===== config.mk =====
export PLATFORM = sky130hd
export DESIGN_NAME = mem_wb_stage24
export DESIGN_NICKNAME = d
export VERILOG_FILES = /design/src/rtl/mem_wb_stage24.sv
export SDC_FILE = /design/constraint.sdc
export NUM_CORES = 1
export LEC_CHECK = 0
export ABC_AREA = 1
export ABC_CLOCK_PERIOD_IN_PS = 3050
export CAP_MARGIN = 0
export CORE_ASPECT_RATIO = 1.5
export CORE_MARGIN = 2
export CORE_UTILIZATION = 46
export CTS_CLUSTER_DIAMETER = 120
export CTS_CLUSTER_SIZE = 40
export DETAILED_ROUTE_END_ITERATION = 6
export HOLD_SLACK_MARGIN = 0.1
export PLACE_DENSITY = 0.85
export SLEW_MARGIN = 20
export SYNTH_ARGS = -nofsm -noshare
export SYNTH_HDL_FRONTEND = slang
export SYNTH_SLANG_ARGS = --single-unit
export TNS_END_PERCENT = 30

===== constraint.sdc =====
create_clock -name clk -period 3.05 [get_ports clk]
set_input_delay 0.61 -clock clk [delete_from_list [all_inputs] [get_ports clk]]
set_output_delay 0.61 -clock clk [all_outputs]
set_load 0.02 [all_outputs]

===== src/rtl/mem_wb_stage24.sv =====
// Memory/writeback stage: issues one data-memory request per LOAD/STORE, waits for the ack,
// and emits a single-cycle register-file write strobe for ALU results and completed loads.
module mem_wb_stage24 #(
  parameter logic [7:0] TIMEOUT = 8'd255
) (
  input  logic        clk,
  input  logic        rst,
  input  logic        ex_valid,
  output logic        ex_ready,
  input  logic [1:0]  ex_kind,
  input  logic [23:0] ex_y,
  input  logic [23:0] ex_sdata,
  input  logic [3:0]  ex_rd,
  output logic        mem_req,
  output logic        mem_we,
  output logic [23:0] mem_addr,
  output logic [23:0] mem_wdata,
  input  logic        mem_ack,
  input  logic [23:0] mem_rdata,
  output logic        wb_valid,
  output logic [3:0]  wb_rd,
  output logic [23:0] wb_data,
  output logic        mem_err
);

  typedef enum logic [1:0] {StIdle, StMem, StWb} state_e;

  state_e      state_q, state_d;
  logic [7:0]  cnt_q, cnt_d;
  logic        is_load_q, is_load_d;
  logic        mem_req_d, mem_we_d, wb_valid_d, mem_err_d;
  logic [23:0] mem_addr_d, mem_wdata_d, wb_data_d;
  logic [3:0]  wb_rd_d;

  assign ex_ready = (state_q == StIdle);

  always_comb begin
    state_d     = state_q;
    cnt_d       = cnt_q;
    is_load_d   = is_load_q;
    mem_req_d   = mem_req;
    mem_we_d    = mem_we;
    mem_addr_d  = mem_addr;
    mem_wdata_d = mem_wdata;
    wb_valid_d  = 1'b0;
    wb_rd_d     = wb_rd;
    wb_data_d   = wb_data;
    mem_err_d   = mem_err;

    case (state_q)
      StIdle: begin
        if (ex_valid) begin
          unique case (ex_kind)
            2'b00: begin
              wb_rd_d    = ex_rd;
              wb_data_d  = ex_y;
              wb_valid_d = (ex_rd != 4'd0);
              state_d    = StWb;
            end
            2'b01, 2'b10: begin
              mem_req_d   = 1'b1;
              mem_we_d    = ex_kind[1];
              mem_addr_d  = ex_y;
              mem_wdata_d = ex_sdata;
              cnt_d       = 8'd0;
              is_load_d   = ~ex_kind[1];
              if (!ex_kind[1]) wb_rd_d = ex_rd;
              state_d     = StMem;
            end
            default: ;  // BEQ/NOP: consumed with no side effects
          endcase
        end
      end
      StMem: begin
        if (mem_ack) begin
          mem_req_d = 1'b0;
          if (is_load_q) begin
            wb_data_d  = mem_rdata;
            wb_valid_d = (wb_rd != 4'd0);
            state_d    = StWb;
          end else begin
            state_d = StIdle;
          end
        end else if (cnt_q == TIMEOUT) begin
          mem_req_d = 1'b0;
          mem_err_d = 1'b1;
          state_d   = StIdle;
        end else begin
          cnt_d = cnt_q + 8'd1;
        end
      end
      StWb:    state_d = StIdle;
      default: state_d = StIdle;
    endcase
  end

  always_ff @(posedge clk) begin
    if (rst) begin
      state_q   <= StIdle;
      cnt_q     <= 8'd0;
      is_load_q <= 1'b0;
      mem_req   <= 1'b0;
      mem_we    <= 1'b0;
      mem_addr  <= 24'd0;
      mem_wdata <= 24'd0;
      wb_valid  <= 1'b0;
      wb_rd     <= 4'd0;
      wb_data   <= 24'd0;
      mem_err   <= 1'b0;
    end else begin
      state_q   <= state_d;
      cnt_q     <= cnt_d;
      is_load_q <= is_load_d;
      mem_req   <= mem_req_d;
      mem_we    <= mem_we_d;
      mem_addr  <= mem_addr_d;
      mem_wdata <= mem_wdata_d;
      wb_valid  <= wb_valid_d;
      wb_rd     <= wb_rd_d;
      wb_data   <= wb_data_d;
      mem_err   <= mem_err_d;
    end
  end

endmodule


# == Word-level counts from Yosys, hierarchy flattened ==
# Index checks and enable logic that the tools add are counted.
# word_totals
wordCells,70
output_inout_bits,81
reg_bits,91
# classes
bitwise,2
n_reduce_logical,14
add_sub_neg,1
muxes,28
n_eq_ne,14
# op_table
operator,n
$mux W24,4
$pmux W24 S2,1
$mux W8,4
$pmux W8 S2,1
$ne A2 B2 Y1 const B,6
$reduce_and A5 Y1,2
$reduce_and A3 Y1,3
$add A8 B1 Y8 const B,1
$eq A8 B8 Y1 const B,1
$mux W1,8
$mux W2,4
$pmux W2 S2,2
$pmux W4 S2,1
$reduce_and A4 Y1,2
$reduce_bool A4 Y1,2
$eq A2 B1 Y1 const B,2
$logic_not A2 Y1,2
$mux W4,1
$ne A2 B1 Y1 const B,2
$pmux W1 S2,2
$reduce_bool A2 Y1,2
$ne A3 B1 Y1 const B,1
$ne A3 B3 Y1 const B,1
$eq A2 B2 Y1 const B,1
2 further kinds,3

# == Logic depth before layout (Yosys ltp) ==
# Gate-level depths: netlist (run 1).
# logic_depth
word_depth,5
ltp_mapped,10

# == Least setup slack after synthesis (run 1) ==
# OpenSTA, ideal clock, no wires.
# synth_path
path_kind,input port to flip-flop
start,input ex_kind[1]
end,register mem_addr[10]
path_buffers,1
setup_time_ps,70
arrival_time_ps,1607
cell_stages,6
slack_ps,1372
required_ps,2980
cell_sequence,inv_1 > ha_1 > nand3_2 > clkbuf_1 > nand2_1 > a21oi_1
# synth_between
elab_chain_len,3
word_cells_on_any_way,4
# synth_rtl
element,line,rtl
"start, declared",10,"input logic [1:0] ex_kind,"
$eq A2 B1 Y1 or $eq A2 B2 Y1 (tied branches),53,unique case (ex_kind)
$reduce_or A2 Y1 *,53,
$reduce_and A3 Y1 (no source line) *,--,
"end signal, assigned",116,mem_addr <= mem_addr_d;
"end, declared",16,"output logic [23:0] mem_addr,"
# Every way passes the cells marked *; elsewhere a longest branch is shown, timed or not.
# A chain may end at the register's enable or synchronous reset.

# == Final worst setup path (run 1) ==
# layout_path
start,input ex_kind[1]
end,register wb_data[5]
# layout_between
elab_chain_len,3
# layout_rtl
element,line,rtl
$logic_not A2 Y1,53,
$ne A2 B1 Y1 (no source line),--,
$reduce_and A5 Y1 (no source line),--,
"end signal, assigned",120,wb_data <= wb_data_d;
"end, declared",22,"output logic [23:0] wb_data,"
# Every way passes these cells.

==> results of run 1 <==
==> power by group through the flow <==
stage / Clock, W / Sequential [W] / Combinational (W)
6_report: 0.00109 / 0.00132 / 0.000677
5_1_grt: 0.00116 / 0.00132 / 0.000742
4_1_cts: 0.00110 / 0.00132 / 0.000680
3_5_place_dp: 0 / 0.00134 / 0.000676
3_3_place_gp: 0 / 0.00134 / 0.000664
2_1_floorplan: 0 / 0.00143 / 0.000272
==> critical path, stage by stage <==
cell,delay [ps]
sky130_fd_sc_hd__clkdlybuf4s50_1,510
sky130_fd_sc_hd__inv_1,90
sky130_fd_sc_hd__ha_1,210
sky130_fd_sc_hd__and2_1,200
sky130_fd_sc_hd__o21ai_4,120
sky130_fd_sc_hd__buf_4,390
sky130_fd_sc_hd__nand2_1,110
sky130_fd_sc_hd__nand2_1,90
sky130_fd_sc_hd__nor2_1,50
==> logic make-up after synthesis <==
| family | Yosys count | synth area share, % |
|---|---|---|
| buffers and inverters | 71 | 8.49 |
| and+or+nand+nor | 341 | 34.3 |
| adders and majority gates | 2 | 0.643 |
| DFF | 91 | 46.8 |
| AOI/OAI and AO/OA | 73 | 9.71 |
==> how the worst max path moves through the flow <==
stage | endpoint | slack (ps) | cells past startpoint | start
after floorplan | mem_addr[10] | 1370 | 6 | ex_kind[1]
after global placement | wb_data[8] | 620 | 9 | ex_kind[1]
after detailed placement | wb_data[1] | 560 | 9 | ex_kind[1]
after CTS | wb_data[5] | 890 | 9 | ex_kind[1]
after global routing | wb_data[5] | 800 | 9 | ex_kind[1]
final | wb_data[5] | 880 | 9 | ex_kind[1]
==> synthesized netlist by cell type, types with 3 or more instances <==
cell type,instances
sky130_fd_sc_hd__nand2_1,250
sky130_fd_sc_hd__nand3_1,6
sky130_fd_sc_hd__dfxtp_1,91
sky130_fd_sc_hd__nand2_2,3
sky130_fd_sc_hd__inv_1,38
sky130_fd_sc_hd__buf_6,4
sky130_fd_sc_hd__a21oi_1,60
sky130_fd_sc_hd__buf_2,9
sky130_fd_sc_hd__o21ai_0,8
sky130_fd_sc_hd__clkbuf_1,11
sky130_fd_sc_hd__buf_4,6
sky130_fd_sc_hd__nor2_1,72
==> registers in the layout (all words and copies together) (netlist names), 2 cells and up <==
register and count:
mem_wdata 24, state_q 2, wb_rd 4, mem_addr 24
wb_data 24, cnt_q 8
==> per-stage QoR <==
stage / hold WS (ps) / utilization [%] / instance area, sq um / power, W / cells
floorplan: 437 / - / 3890 / 0.00170 / 578
global placement: 439 / 66.7 / 5540 / 0.00200 / 822
detailed placement: 440 / 66.7 / 5540 / 0.00202 / 822
CTS: 450 / 70.1 / 5830 / 0.00310 / 838
global route: 479 / 70.1 / 5830 / 0.00322 / 838
finish: 448 / 70.1 / 5830 / 0.00308 / 838
==> cell type report <==
| class | count | area [sq um] |
|---|---|---|
| Multi-Input combinational cell | 416 | 1750 |
| Tap cell | 107 | 134 |
| Clock inverter | 2 | 35.0 |
| Sequential cell | 91 | 1820 |
| Timing Repair Buffer | 168 | 1690 |
| Fill cell | 703 | 2480 |
| Clock buffer | 14 | 254 |
| Inverter | 40 | 150 |
==> per-layer routing <==
metal	wire, microns	up-vias
li1	-	2061
met1	4230	1798
met2	5500	167
met3	927	27
met4	379	0
met5	0	-
==> metrics.txt, run 1 <==
status=completed; post-route antenna net violation count=0; power per cell area=between 500 and 600 nW/um^2; First-pass DRT Iterations=5; syn avg cell area=approximately 6.7 sq um; Tcrit/Tclk final=roughly 70%; total half-perimeter wirelength after legalization and detailed placement=between 7000 and 8000 microns; via count of the first global-routing pass=about 4,000; fin nets=slightly above 800; initial standard-cell utilization of the core=46.8%; leakage power=2.48 nW; number of DRC violations after detailed-routing iteration 0=roughly 290; met3 Resource Use GR=about 7.5%; power share of the sequential group=~43%; global-route layer with the greatest usage=met2; worst setup timing slack at the placement stage=between 500 and 600 ps; clock network fraction of total power=roughly a third; fraction of layout instances using a drive strength above 1=roughly 4.1%; number of antenna violations at the first check in global routing=0; worst-case hold path end point=mem_req; global routing usage on met2=roughly two fifths; setup slack on the worst flop-to-flop path=~1300 ps; Mapped Nets=662; instance count of the mapped netlist=approximately 580; element type at the critical path start=input pin; Routed WL=roughly 11,000 microns; placeable core region=around 8300 sq um; CTS max path bufs=2; Clock Root Buffer=sky130_fd_sc_hd__clkbuf_16; CTS H-Tree Depth=3; total of endpoints with negative setup slack in the final report=0; postcts setup bufs=0; minimum clock period=between 2000 and 2500 ps; count of pins on the block boundary=163; clock tree from TritonCTS=yes; worst supply voltage drop on vdd=approximately 0.43 mV; Worst-Margin Slew=953 ps; largest net degree at the start of global routing=56; Die H=~120 microns; via/cell ratio=between 4 and 5; internal power contribution=around 0.0022 W; number of hold buffers added after CTS=0; WP data arrival=2400 ps; routed vias=just over 4,000; Worst-path clk slew=roughly 60 ps; part of the total power dissipated in combinational logic=a little over a fifth; all-layer global routing usage=approximately a quarter; met1 usage in global routing=a little over a quarter; gpl congestion=about 0.83; input/output buffers=around 160; top library cells by usage in the layout, fill and taps aside=sky130_fd_sc_hd__nand2_1, sky130_fd_sc_hd__clkdlybuf4s50_1, sky130_fd_sc_hd__dfxtp_1; flop and latch count out of synthesis=between 90 and 100; Syn Std Cell Area=a little under 4000 sq um; number of violations of the max-capacitance limit=0; ranking of synthesized cells by area=sky130_fd_sc_hd__dfxtp_1, sky130_fd_sc_hd__nand2_1, sky130_fd_sc_hd__a21oi_1; TritonCTS buffer count=9; total net switching power=~0.00083 W; Setup crit end kind=flop; asr flop ratio synth=0%; first-pass GRT wire length=roughly 17,000 microns; destination of the worst register-to-register timing path=cnt_q[5]; data required time at the worst endpoint=~3300 ps; Unique masters post-synth=29; number of enable flip-flop cells after synthesis=0; class of the most critical setup path=in -> reg; area share of the leading cell type in the synthesized netlist=between 40 and 50%; number of failing hold endpoints at the final stage=0; die area=approximately 9200 sq um; part of the Yosys area used for sequential elements=46.8%; Worst R2R Start=state_q[1]; routed length per placed instance=around 13 microns; largest area contributor in the synthesized netlist=sky130_fd_sc_hd__dfxtp_1; total grt overflow=0; number of sinks driven by the clock tree=91; CP max FO=between 40 and 50; Peak Freq=about 460 MHz; Sw Share=27.1%; number of gates resized after CTS=0; Antenna Cells=0; most used flip-flop cell after synthesis=sky130_fd_sc_hd__dfxtp_1; most frequent standard cell in the layout excluding fill and tap cells=sky130_fd_sc_hd__nand2_1; setup repair after global routing missed its margin=false; layout-stage area growth over the synthesis result=49.8%; final critical-path setup slack=approximately 880 ps; Horiz. Die Dim=~79 microns; length in cells of the worst reg-to-reg path=7; hold_sp=mem_req; worst clock skew=between 4 and 5 ps; path category of the worst min-delay check=reg -> reg; cell depth of the worst min-delay path=2; worst slew margin relative to its limit=a little over a third; Remaining DRCs=0; final-report max-slew violation count=0; Warnings, synthesis=0; sum of negative setup slack=0 ps; clk_lat worst skew=between 300 and 400 ps; Row Count=slightly above 40
Note: power is estimated with default switching activity, not from simulation.
==> run 2, diff against run 1 <==
ABC_CLOCK_PERIOD_IN_PS = 2100   (was 3050)
CORE_UTILIZATION = 43   (was 46)
PLACE_DENSITY = 0.81   (was 0.85)
clock period = 2.1 ns   (was 3.05 ns; I/O delays follow)
==> metrics.txt, run 2 (synthesized netlist as in run 1, its figures left out) <==
Worst-Margin Slew=973 ps (+19.6 ps); Row Count=42 (+2.4%); clk_lat worst skew=340 ps (about the same); Setup crit end kind=output pin; fillers=788 (+12%); detailed route wirelength on metal2=5690 microns (+3.6%); largest net degree at the start of global routing=49 (-13%); Routed WL=11,100 microns (+0.96%); postcts setup bufs=0 (unchanged); number of antenna violations at the first check in global routing=0 (unchanged); status=completed; number of violations of the max-capacitance limit=0 (unchanged); layout-stage area growth over the synthesis result=50.8%; wire length on met1=4270 microns (+1.1%); clock tree from TritonCTS=yes; fin nets=815 (+0.62%); top library cells by usage in the layout, fill and taps aside=sky130_fd_sc_hd__nand2_1, sky130_fd_sc_hd__clkdlybuf4s50_1, sky130_fd_sc_hd__dfxtp_1; placeable core region=8830 sq um (+6.2%); post-route antenna net violation count=0 (unchanged); worst supply voltage drop on vdd=0.518 mV (+20%); total half-perimeter wirelength after legalization and detailed placement=7980 microns (+0.78%); area of the multi-input gates=1750 sq um (unchanged); initial standard-cell utilization of the core=44.1% (-2.7 points); leakage power=2.50 nW (+1.0%); number of sinks driven by the clock tree=91 (unchanged); Cell Count, Final, Fillers Out=845 (+0.84%); fraction of layout instances using a drive strength above 1=4.76% (+0.66 points); Clock Root Buffer=sky130_fd_sc_hd__clkbuf_16; total of endpoints with negative setup slack in the final report=0 (unchanged); Cell Count Post-Placement=830 (+0.97%); total grt overflow=0 (unchanged); TritonCTS buffer count=9 (unchanged); combined flip-flop and latch cell area=1820 sq um (unchanged); Peak Freq=between 500 and 600 MHz; data required time at the worst endpoint=1680 ps (-1600 ps); gpl congestion=0.824 (-0.47%); Horiz. Die Dim=81.7 microns (+3.3%); setup repair after global routing missed its margin=false; largest registers=mem_addr (24), mem_wdata (24), wb_data (24); most frequent standard cell in the layout excluding fill and tap cells=sky130_fd_sc_hd__nand2_1; final-report max-slew violation count=0 (unchanged); sum of negative setup slack=0 ps (unchanged); minimum clock period=~1900 ps; number of failing hold endpoints at the final stage=0 (unchanged); die area=9840 sq um (+6.7%); CTS max path bufs=2 (unchanged); via count of the first global-routing pass=3,682 (-5.6%); Antenna Cells=0 (unchanged); via/cell ratio=4.76 (-1.5%); Remaining DRCs=0 (unchanged); first-pass GRT wire length=16,900 microns (-3.4%); Worst-path clk slew=60 ps (about the same); met3 WL=913 microns (-1.5%); routed length per placed instance=13.2 microns (+0.12%); WP data arrival=1490 ps (-910 ps); CP max FO=7 (-85%); number of hold buffers added after CTS=0 (unchanged); routed vias=4,025 (-0.69%); number of DRC violations after detailed-routing iteration 0=185 (-36%); element type at the critical path start=flop; number of gates resized after CTS=0 (unchanged); highest metal used=met4; path category of the worst min-delay check=reg -> reg; input/output buffers=162 (unchanged); Die H=121 microns (+3.3%); First-pass DRT Iterations=4 (-1); power per cell area=756 nW/um^2 (+43%); worst slew margin relative to its limit=35.1% (-1.3 points); all-layer global routing usage=22.3% (-1.5 points); class of the most critical setup path=reg -> out; worst clock skew=5.94 ps (+1.49 ps); count of pins on the block boundary=163 (unchanged); Tcrit/Tclk final=91.0%; CTS H-Tree Depth=3 (unchanged)
-- run 2: cell types whose count changed in the layout (fill, tap and decap cells not counted) --
| cell | previous run | this run |
|---|---|---|
| sky130_fd_sc_hd__buf_12 | 2 | 3 |
| sky130_fd_sc_hd__clkbuf_1 | 4 | 3 |
| sky130_fd_sc_hd__clkinv_2 | 1 | 2 |
| sky130_fd_sc_hd__clkbuf_8 | 1 | 0 |
| sky130_fd_sc_hd__buf_4 | 4 | 8 |
-- run 2: path summary, 6_finish.rpt --
kind | depth (start not counted) | from | endpoint | slack (ps)
min reg2reg | 2 | mem_req | mem_req | 460
max | 2 | state_q[1] | ex_ready | 190
max reg2reg | 7 | state_q[1] | cnt_q[5] | 390
min | 2 | mem_req | mem_req | 460
-- run 2: stage by stage --
stage	total power (W)	hold WS (ps)	instance area, sq um	utilization, %	worst slack [ps]
floorplan	0.00247	437	3890	-	612
global placement	0.00292	439	5590	63.4	56.2
detailed placement	0.00294	455	5590	63.4	9.38
CTS	0.00448	464	5870	66.5	175
global route	0.00464	484	5870	66.5	145
finish	0.00443	460	5870	66.5	189
-- run 2: report_power, final --
| part | switching (W) | total, W | internal, W |
|---|---|---|---|
| clock | 0.000616 | 0.00153 | 0.000912 |
| combinational | 0.000524 | 0.000995 | 0.000471 |
| sequential | 0.0000662 | 0.00191 | 0.00184 |
-- run 2: cell type report --
type / count / area share (%)
Sequential cell: 91 / 31.0
Multi-Input combinational cell: 416 / 29.8
Timing Repair Buffer: 173 / 29.6
Clock buffer: 12 / 4.03
Inverter: 40 / 2.56
Tap cell: 110 / 2.34
Clock inverter: 3 / 0.682
-- run 2: worst max-delay path: stages, from the launching register on --
cell	delay, ps
sky130_fd_sc_hd__dfxtp_1	330
sky130_fd_sc_hd__nor2_4	190
sky130_fd_sc_hd__clkdlybuf4s50_1	640
-- run 2: routing by layer --
metal	vias to the layer above	global-route usage [%]
met1	1799	25.1
met4	0	9.90
met3	16	6.49
li1	2071	-
met5	-	0
met2	139	38.4
